**config.mk**
```make
export PLATFORM = sky130hd
export DESIGN_NAME = keypad_matrix_scan
export DESIGN_NICKNAME = d
export VERILOG_FILES = /design/src/rtl/keypad_matrix_scan.sv
export SDC_FILE = /design/constraint.sdc
export NUM_CORES = 1
export LEC_CHECK = 0
export ABC_AREA = 1
export CAP_MARGIN = 5
export CORE_MARGIN = 1
export CORE_UTILIZATION = 25
export DETAILED_ROUTE_END_ITERATION = 12
export PLACE_DENSITY = 0.41
export SLEW_MARGIN = 30
export SYNTH_ARGS = -nofsm -noshare
export SYNTH_HDL_FRONTEND = slang
export SYNTH_SLANG_ARGS = --single-unit
```
**constraint.sdc**
```tcl
create_clock -name clk -period 2.55 [get_ports clk]
set_clock_uncertainty 0.05 [all_clocks]
set_input_delay 0.6375 -clock clk [delete_from_list [all_inputs] [get_ports clk]]
set_output_delay 0.6375 -clock clk [all_outputs]
set_load 0.03 [all_outputs]
```
**src/rtl/keypad_matrix_scan.sv**
```systemverilog
// ============================================================================
// keypad_matrix_scan : 4x4 active-low key matrix scanner with press/release
// debounce and a 2-cycle key event strobe. Optional macro: KEYPAD_REPEAT_EN.
// Revision: 1.0
// ============================================================================
`default_nettype none

module keypad_matrix_scan #(
  parameter int SCAN_DWELL      = 4,
  parameter int DEBOUNCE_CYCLES = 8,
  parameter int REPEAT_CYCLES   = 64
) (
  input  logic       clk,
  input  logic       rst,
  input  logic [3:0] row_in,
  output logic [3:0] col_out,
  output logic [1:0] key_row,
  output logic [1:0] key_col,
  output logic       keypad_int,
  output logic       key_valid
);

  localparam int DW = $clog2(SCAN_DWELL);
  localparam int CW = $clog2(DEBOUNCE_CYCLES);

  typedef enum logic [1:0] {
    SCAN     = 2'd0,
    DEBOUNCE = 2'd1,
    HELD     = 2'd2,
    RELEASE  = 2'd3
  } state_t;

  state_t          state;
  state_t          state_n;
  logic [3:0]      row_meta;
  logic [3:0]      row_sync;
  logic [1:0]      col;
  logic [1:0]      col_n;
  logic [DW-1:0]   dwell;
  logic [DW-1:0]   dwell_n;
  logic [CW-1:0]   cnt;
  logic [CW-1:0]   cnt_n;
  logic [3:0]      pat;
  logic [3:0]      pat_n;
  logic            accept;
  logic            release_done;
  logic            fire;
  logic            int_pend;
  logic            int_hold;

  // Multi-row press: the lowest pulled-down row is reported.
  function automatic logic [1:0] lowest_zero(input logic [3:0] p);
    logic [1:0] idx;
    idx = 2'd0;
    for (int i = 3; i >= 0; i--) begin
      if (!p[i]) idx = 2'(i);
    end
    return idx;
  endfunction

  assign col_out = ~(4'b0001 << col);

  always_ff @(posedge clk) begin
    if (rst) state <= SCAN;
    else     state <= state_n;
  end

  always_comb begin
    state_n      = state;
    col_n        = col;
    dwell_n      = dwell;
    cnt_n        = cnt;
    pat_n        = pat;
    accept       = 1'b0;
    release_done = 1'b0;
    case (state)
      SCAN: begin
        if (dwell == DW'(SCAN_DWELL - 1)) begin
          dwell_n = '0;
          if (row_sync == 4'hF) begin
            col_n = col + 2'd1;
          end else begin
            pat_n   = row_sync;
            cnt_n   = '0;
            state_n = DEBOUNCE;
          end
        end else begin
          dwell_n = dwell + 1'b1;
        end
      end
      DEBOUNCE: begin
        if (row_sync != pat) begin
          state_n = SCAN;
          col_n   = col + 2'd1;
          dwell_n = '0;
          cnt_n   = '0;
        end else if (cnt == CW'(DEBOUNCE_CYCLES - 1)) begin
          accept  = 1'b1;
          state_n = HELD;
          cnt_n   = '0;
        end else begin
          cnt_n = cnt + 1'b1;
        end
      end
      HELD: begin
        if (row_sync == 4'hF) begin
          state_n = RELEASE;
          cnt_n   = '0;
        end
      end
      RELEASE: begin
        if (row_sync != 4'hF) begin
          state_n = HELD;
          cnt_n   = '0;
        end else if (cnt == CW'(DEBOUNCE_CYCLES - 1)) begin
          release_done = 1'b1;
          state_n      = SCAN;
          col_n        = col + 2'd1;
          dwell_n      = '0;
          cnt_n        = '0;
        end else begin
          cnt_n = cnt + 1'b1;
        end
      end
      default: state_n = SCAN;
    endcase
  end

`ifdef KEYPAD_REPEAT_EN
  localparam int RW = $clog2(REPEAT_CYCLES);

  logic [RW-1:0] rep;
  logic          rep_fire;

  // Counter is zero on entry to HELD, so the first repeat lands exactly
  // REPEAT_CYCLES after the first strobe's rising edge.
  assign rep_fire = (state == HELD) && (rep == RW'(REPEAT_CYCLES - 1));
  assign fire     = accept | rep_fire;

  always_ff @(posedge clk) begin
    if (rst || state != HELD) rep <= '0;
    else if (rep_fire)        rep <= '0;
    else                      rep <= rep + 1'b1;
  end
`else
  logic unused_repeat_cfg;
  assign unused_repeat_cfg = ^REPEAT_CYCLES;
  assign fire              = accept;
`endif

  always_ff @(posedge clk) begin
    if (rst) begin
      row_meta   <= 4'hF;
      row_sync   <= 4'hF;
      col        <= 2'd0;
      dwell      <= '0;
      cnt        <= '0;
      pat        <= 4'hF;
      key_row    <= 2'd0;
      key_col    <= 2'd0;
      key_valid  <= 1'b0;
      int_pend   <= 1'b0;
      int_hold   <= 1'b0;
      keypad_int <= 1'b0;
    end else begin
      row_meta <= row_in;
      row_sync <= row_meta;
      col      <= col_n;
      dwell    <= dwell_n;
      cnt      <= cnt_n;
      pat      <= pat_n;
      if (accept) begin
        key_row   <= lowest_zero(pat);
        key_col   <= col;
        key_valid <= 1'b1;
      end else if (release_done) begin
        key_valid <= 1'b0;
      end
      // Strobe trails the key code by one cycle so the digit is already stable.
      int_pend   <= fire;
      int_hold   <= int_pend;
      keypad_int <= int_pend | int_hold;
    end
  end

endmodule

`default_nettype wire

```
==> impl_metrics.yaml <==
setup_path:
  cp_slowest_cell: "clkdlybuf4s50_1"
  r2r_cells: 7
  cp_data_arrival_time_ps: 1700
  r2r-end: "key_row[0]"
  crit_top_cell: "inv_1"
  worstSetupPathType: "reg -> out"
  cp.depth: 4
  cp.buffers_inverters: 3
  slowest_delay_ps: 650
  r2r_setup_slack_ps: 1110
  cp_max_fo: 5
  crit_family: "buffers and inverters"
  cp_cell_sequence: "inv_1 -> ha_1 -> inv_1 -> clkdlybuf4s50_1"
  start_kind: "flop"
  end_kind: "output port"
  crit_required_ps: 1860
  r2r-start: "state[0]"
pwr:
  vdd_ir_drop_max_v: 0.000261
  power_density_nw_per_um2: 885
  p_leak_uw: 0.000828
timing:
  fin_hold_ws_ps: 360
  hold_viol_final: 0
  worstMarginPinSlew_ps: 553
  max-slew-margin-rel: 0.631
  setup_violations: 0
  post-route-period-util: 0.935
  min_period_ps: 2380
  max_freq_ghz: 0.419
  rsz0062_at_grt: "false"
  setup_tns_ps: 0
  slew_violations: 0
floorplanning:
  die_h_um: 74.5
  die_w_um: 74.5
  dieArea_um2: 5550
  initial_core_util: 0.259
  core-area_um2: 5070
  io_pins: 16
  num_rows: 26
global_routing:
  antenna_found_initial: 0
  first_global_vias: 1023
  grt_pass1_wl_mm: 4.64
  grt_start_max_net_pins: 17
  grt_usage: 0.116
  grt_remaining_overflow: 0
layout:
  area_delta_synth_final_pct: 25.9
  drive_gt1_frac: 0.164
  diodes: 0
  nets: 214
clock_tree:
  clkSlewWorstSetupHoldPaths_ps: 70
  cts_tree: "done"
  cts_resized: 0
  root_buffer: "clkbuf_8"
  worstSkewPairLatency_ps: 280
  post-cts-setup-buffers: 0
  htreeDepth: 2
  hold_buffers: 0
  numCtsBuffers: 5
  cts_sinks: 29
  cts_max_path_buffers: 2
worst_hold_path:
  min_path_type: "reg -> reg"
  whs_path_depth: 1
  hold_start: "row_meta[1]"
  holdPathEnd: "row_sync[1]"
detailed_routing:
  drtIter0Drc: 29
  final_antenna_net_count: 0
  wl_mm: 2.57
  routedWlPerCell_um: 9.49
  drt_pass1_iterations: 4
  drc: 0
  via_per_inst: 3.95
  via_count: 1070
job:
  drv_cap: 0
yosys:
  syn_nets: 193
  synthCells: 180
  synth_seq_cells: 29
  ys_seq_area_frac: 0.442
  synth.avg_cell_area_um2: 7.30
  synth_area_um2: 1310
  yosysWarnings: 0
  synthDistinctLibCells: 20
placement:
  place_hpwl_mm: 1.89
  io_buffers: 15
  gp_congestion: 0.834
status:
  outcome: "complete, no violations"
[logic make-up (layout without fill, tap and decap cells)]
logic type | Yosys count | count (layout) | synth area share
and+or+nand+nor | 89 | 89 | 0.297
buffers and inverters | 34 | 55 | 0.0981
DFF | 29 | 29 | 0.442
AOI/OAI and AO/OA | 21 | 21 | 0.0962
adders and majority gates | 7 | 7 | 0.0667
[through the flow]
step,area (um2),std cells,setup WS [ps],power [uW],utilization
2_1_floorplan,1310,180,1030,886,-
3_3_place_gp,1550,264,506,1000,0.305
3_5_place_dp,1550,264,457,1010,0.305
4_1_cts,1650,271,144,1480,0.326
5_1_grt,1650,271,89.6,1590,0.326
6_report,1650,271,166,1460,0.326
[worst max-delay path by stage]
stage | startpoint | endpoint | slack, ps
floorplan | col[0] | col_out[0] | 1030
global placement | col[0] | col_out[0] | 510
detailed placement | col[0] | col_out[2] | 460
CTS | col[0] | col_out[2] | 140
global route | col[0] | col_out[2] | 90
finish | col[0] | col_out[2] | 170
[registers in the layout (all words and copies together), names as in the netlist]
| register | count |
|---|---|
| cnt | 3 |
| key_row | 2 |
| keypad_int | 1 |
| col | 2 |
| int_hold | 1 |
| row_meta | 4 |
| int_pend | 1 |
| row_sync | 4 |
| key_valid | 1 |
| state | 2 |
| key_col | 2 |
| dwell | 2 |
| pat | 4 |
[cell usage in the layout, fill, tap and decap left out]
cell,instances
nand2_1,49
dfxtp_1,29
inv_1,27
nor2_1,19
clkdlybuf4s50_1,15
or2_2,8
ha_1,7
o21ai_0,6
a21oi_1,6
inv_2,5
clkbuf_8,5
nor2_2,4
nand3_1,4
o211ai_1,4
nand2_2,3
o21ai_2,2
o21ai_1,2
nand3_2,1
nor2_4,1
a21oi_2,1
clkinv_2,1
bufinv_16,1
buf_4,1
[cell usage after synthesis]
cell / number / share of area
o21ai_2: 2 / 0.013
nand3_1: 4 / 0.015
nand2_1: 49 / 0.14
o211ai_1: 4 / 0.023
o21ai_0: 6 / 0.023
dfxtp_1: 29 / 0.44
ha_1: 7 / 0.067
nor2_2: 4 / 0.019
or2_2: 8 / 0.038
nand2_2: 3 / 0.014
inv_2: 5 / 0.014
a21oi_1: 6 / 0.023
inv_1: 27 / 0.077
nor2_4: 1 / 0.0086
clkbuf_1: 1 / 0.0029
buf_2: 1 / 0.0038
nand3_2: 1 / 0.0076
o21ai_1: 2 / 0.0076
nor2_1: 19 / 0.054
a21oi_2: 1 / 0.0067
[per-layer routing]
metal,track usage,wire [um]
met5,0,0
met4,0.0545,40
met3,0.0556,103
met2,0.178,1170
met1,0.136,1260
[power breakdown]
part | total [uW] | leakage (uW) | switching [uW] | internal [uW]
clock | 465 | 0.0000540 | 181 | 284
combinational | 444 | 0.000537 | 274 | 170
sequential | 555 | 0.000237 | 50.4 | 505
[cell type report]
class,count,area [um2]
clock buffer,5,68.8
tap,70,87.6
inverter,32,120
fill,567,3420
timing repair buffer,16,158
sequential,29,581
multi-input combinational,117,604
clock inverter,2,35.0
No activity file was read; power rests on OpenSTA's default activity.
==> patch 1 (same flow settings) <==
The 4 states of `state_t` get a one-hot encoding in 4 bits.
--- a/src/rtl/keypad_matrix_scan.sv
+++ b/src/rtl/keypad_matrix_scan.sv
@@ -23,11 +23,11 @@
   localparam int DW = $clog2(SCAN_DWELL);
   localparam int CW = $clog2(DEBOUNCE_CYCLES);
 
-  typedef enum logic [1:0] {
-    SCAN     = 2'd0,
-    DEBOUNCE = 2'd1,
-    HELD     = 2'd2,
-    RELEASE  = 2'd3
+  typedef enum logic [3:0] {
+    SCAN     = 4'b0001,
+    DEBOUNCE = 4'b0010,
+    HELD     = 4'b0100,
+    RELEASE  = 4'b1000
   } state_t;
 
   state_t          state;
Formal check against the unedited RTL: no difference found for any inputs over 10 cycles, from zero or initial values and one cycle with rst high; not proved beyond that.
==> patch 1 against the unedited design <==
  * Critical path type unchanged
  * Largest cell class unchanged
  * Global-route usage decreased by 1.4 points
  * Highest routed layer unchanged
  * Worst setup slack improved by 28 ps
  * Total power increased by 17%
  * Cell area increased by 11%
  * Area after synthesis increased by 11%
  * Routed wire length increased by 4.3%
  * Critical endpoint unchanged
  * Sequential cell count increased by 2
==> patch 1: results (changes against the unedited design) <==
[outcome]
outcome = completed  ; unchanged

[clock_tree]
clk_pin_slew_ps = 60
cts_root_buf = clkbuf_8  ; unchanged
cts_buffers = 5  ; unchanged
clockBufferDepth = 2  ; unchanged
cts.sinks = 31  ; was 29

[logic_synthesis]
ys_top_cells_by_area = dfxtp_1, nand2_1, inv_1  ; unchanged
yosysSeqAreaShare = 0.4269  ; was 0.4419
synth_fp_nets = 202  ; was 193
synth_common_cells = nand2_1, dfxtp_1, inv_1, nor2_1, nand3_1  ; was nand2_1, dfxtp_1, inv_1, nor2_1, or2_2
synthCells = 189  ; was 180
ys_types = 25  ; was 20
synth_warnings = 0  ; unchanged

[cells_and_area]
nFillCells = 609  ; was 567
drive_above_1_share = 0.1651  ; was 0.1642
final_nets = 224  ; was 214

[drt]
avgViaCountPerCell = 3.989  ; was 3.948
drt_first_pass_iters = 4  ; unchanged
drtIter0Drc = 40  ; was 29
drt-total-wl_um = 2683  ; was 2573 um
wire_per_inst_um = 9.447  ; was 9.494 um

[global_route]
met3_usage = 0.03023  ; was 0.05556
grt_pass1_wl_um = 4809  ; was 4643 um
gr-usage-met2 = 0.1535  ; was 0.1782
met1_usage = 0.1308  ; was 0.1360
antenna_found_initial = 0  ; unchanged
grt_usage = 0.1024  ; was 0.1160
grt_pass1_vias = 1046  ; was 1023

[place]
hpwl_um = 2004  ; was 1887 um
preCtsSetupSlack_ps = 476.5  ; was 457.2 ps
placed_cell_area_um2 = 1700  ; was 1550 um^2
placed_cells = 276  ; was 264
gp_congestion = 0.7682  ; was 0.8338

[power]
cellLeakagePower_uw = 0.0009012  ; was 0.0008281 uW
ir_drop_uv = 479.0  ; was 261.0 uV

[hold_path]
hp-class = flip-flop to flip-flop  ; unchanged

[timing]
slew_headroom = 0.7599  ; was 0.6311

patch 1: cell type report:
type / instances / area [um^2] / share of cell area
sequential: 31 / 620.6 / 0.3386
inverter: 29 / 108.9 / 0.05939
multi-input combinational: 127 / 715.7 / 0.3904
clock inverter: 2 / 60.06 / 0.03276
timing repair buffer: 17 / 165.2 / 0.09010
tap: 72 / 90.09 / 0.04915
clock buffer: 6 / 72.57 / 0.03959
patch 1: power breakdown:
group | internal, uW | total [uW] | switching [uW]
clock network | 390 | 569 | 178
registers | 541 | 589 | 48.1
logic | 229 | 561 | 332
patch 1: worst max-delay path, stage by stage (launching register included):
cell and delay (ps):
dfxtp_1 400, inv_1 100, ha_1 200, inv_1 40, clkdlybuf4s50_1 650
patch 1: final timing paths:
path / from / endpoint / slack, ps / cells past startpoint
max: col[0] / col_out[2] / 190 / 4
min: row_meta[3] / row_sync[3] / 360 / 1
max reg2reg: cnt[0] / col[1] / 970 / 9
min reg2reg: row_meta[3] / row_sync[3] / 360 / 1
patch 1: logic make-up after synthesis:
family | synth area share
AOI/OAI and AO/OA | 0.08950
adders and majority gates | 0.06024
buffers and inverters | 0.08089
DFF | 0.4269
and+or+nand+nor | 0.3425
patch 1: metal layers:
layer / up-vias / wire length (um)
li1: 635 / -
met1: 475 / 1426
met2: 18 / 1113
met3: 5 / 88
met4: 0 / 55
met5: - / 0
==> patch 2 (same flow settings) <==
Without the edit above. Add a define of `KEYPAD_REPEAT_EN`.
--- a/src/rtl/keypad_matrix_scan.sv
+++ b/src/rtl/keypad_matrix_scan.sv
@@ -4,6 +4,8 @@
 // Revision: 1.0
 // ============================================================================
 `default_nettype none
+
+`define KEYPAD_REPEAT_EN
 
 module keypad_matrix_scan #(
   parameter int SCAN_DWELL      = 4,
Behaviour: same outputs for any inputs over 10 cycles, from zero or initial values and one cycle with rst high; that may be too few to reach the edited logic, so the function may still have changed.
==> patch 2 against the unedited design <==
  * Count of clock-buffer cells in the layout increased by 1
  * Area after synthesis increased by 19%
  * Worst setup slack improved by 2.7 ps
  * Global-route usage decreased by 1.5 points
  * Total power increased by 0.98%
  * Register-to-register slack got worse by 40 ps
  * Sequential cell count increased by 6
  * Clock power decreased by 16%
  * Critical path type unchanged
  * Cell area increased by 14%
  * Sequential power increased by 17%
  * Critical path depth unchanged
  * Routed wire length increased by 14%
==> patch 2: results (changes against the unedited design) <==
[place]
hpwl_um = 2176  ; was 1887 um
placed_cells = 292  ; was 264
portBuffers = 15  ; unchanged
placed_cell_area_um2 = 1802  ; was 1550 um^2
gp_congestion = 0.7529  ; was 0.8338

[timing]
worstMarginPinSlew_ps = 463.6  ; was 552.7 ps
hold_slack_ps = 361.6  ; was 359.6 ps
hold_viol = 0  ; unchanged

[drt]
drt_first_pass_iters = 4  ; unchanged
vias = 1232  ; was 1070
wire_per_inst_um = 9.747  ; was 9.494 um
drtIter0Drc = 44  ; was 29

[hold_path]
hp-class = flip-flop to flip-flop  ; unchanged
worstHoldStart = row_meta[1]  ; unchanged
min_path_cells = 1  ; unchanged

[cells_and_area]
finalNonFillerCells = 300  ; was 271
largest_reg_flops = 6
final_nets = 238  ; was 214
nFillCells = 671  ; was 567
antenna_cells = 0  ; unchanged
drive_above_1_share = 0.1378  ; was 0.1642
regMostFlops = rep

[global_route]
grt_max_degree = 16  ; was 17
grt_pass1_vias = 1117  ; was 1023
grt_usage = 0.1010  ; was 0.1160
grt_pass1_wl_um = 4995  ; was 4643 um
antenna_found_initial = 0  ; unchanged

[logic_synthesis]
synth_fp_nets = 216  ; was 193
synth_warnings = 0  ; unchanged
synthCells = 202  ; was 180
ys_types = 25  ; was 20
async_flop_share = 0  ; unchanged
ys_top_cells_by_area = dfxtp_1, nand2_1, inv_1  ; unchanged
yosysSeqAreaShare = 0.4498  ; was 0.4419
synth_common_cells = nand2_1, dfxtp_1, inv_1, nor2_1, a21oi_1  ; was nand2_1, dfxtp_1, inv_1, nor2_1, or2_2

[outcome]
outcome = completed  ; unchanged

[power]
cellLeakagePower_uw = 0.0008751  ; was 0.0008281 uW
ir_drop_uv = 283.2  ; was 261.0 uV

[critical_path]
reg2reg_from = row_sync[2]  ; was state[0]
crit_fanout = 5  ; unchanged
timing.rr.end = state[1]  ; was key_row[0]
rrSetupSlack_ps = 1070  ; was 1110 ps
worstPathArrival_ps = 1690
max_stage_delay_ps = 650  ; about the same

[clock_tree]
cts_max_level = 2  ; unchanged
ctsResizeCount = 0  ; unchanged
cts_buffers = 5  ; unchanged
clock_latency_ps = 280  ; about the same
cts_setup_buffers = 0  ; unchanged
clockBufferDepth = 2  ; unchanged
cts_root_buf = clkbuf_8  ; unchanged
clk_pin_slew_ps = 70  ; about the same

[die]
fp.dieW_um = 80.94  ; was 74.49 um

patch 2: cell types whose count changed in the layout (fill, tap and decap cells not counted), sizes merged, moves of 2 or more:
| cell | unedited run | this run |
|---|---|---|
| nor2 | 24 | 27 |
| inv | 32 | 35 |
| dfxtp | 29 | 35 |
| nand3 | 5 | 10 |
| nand4 | 0 | 2 |
| nand2 | 52 | 46 |
| a21oi | 7 | 10 |
patch 2: kinds of logic (layout without fill, tap and decap cells):
group	count (synthesis)	count (layout)	share of synthesized area
AO/OA/AOI/OAI	25	25	0.08675
flip-flops	35	35	0.4498
AND/OR/NAND/NOR	95	95	0.2940
buffers and inverters	37	60	0.09397
adder cells (fa/ha/maj)	8	8	0.06426
XOR/XNOR	2	2	0.01125
patch 2: layout make-up:
type	count	area, um^2	share of cell area
inverter	35	131.4	0.06963
sequential	35	700.7	0.3714
tap	75	93.84	0.04973
timing repair buffer	17	165.2	0.08753
clock inverter	2	12.51	0.006631
clock buffer	6	72.57	0.03846
multi-input combinational	130	710.7	0.3767
patch 2: worst max-delay path: cells and delay by family, from the launching register on:
| kind | cells | cell delay (ps) |
|---|---|---|
| buffers and inverters | 3 | 800 |
| flip-flops | 1 | 410 |
| adder cells (fa/ha/maj) | 1 | 200 |
patch 2: layer usage:
layer  global-route usage  wire [um]  part of all wire  vias to the layer above
li1                     -          -                 -                      668
met1               0.1288       1461              0.50                      539
met2               0.1563       1285              0.44                       19
met3              0.03146        131             0.045                        6
met4              0.04286         46             0.016                        0
met5                    0          0                 0                        -
patch 2: power by group:
part / leakage [uW] / switching [uW] / total, uW / internal (uW)
Sequential: 0.000285 / 48.1 / 648 / 600
Clock: 0.0000412 / 200 / 391 / 191
Combinational: 0.000548 / 269 / 438 / 170
patch 2: how the worst max path moves through the flow:
stage	slack (ps)	startpoint	cells past startpoint	to
4_1_cts	140	col[0]	4	col_out[0]
3_5_place_dp	450	col[0]	4	col_out[0]
3_3_place_gp	470	col[0]	4	col_out[2]
6_report	170	col[0]	4	col_out[2]
2_1_floorplan	1030	col[0]	3	col_out[0]
5_1_grt	70	col[0]	4	col_out[0]
patch 2: stage by stage:
stage / total power, uW / worst slack (ps)
floorplan: 985.4 / 1035
finish: 1478 / 168.3
CTS: 1509 / 138.5
detailed placement: 1107 / 451.6
global route: 1596 / 70.77
global placement: 1108 / 472.8
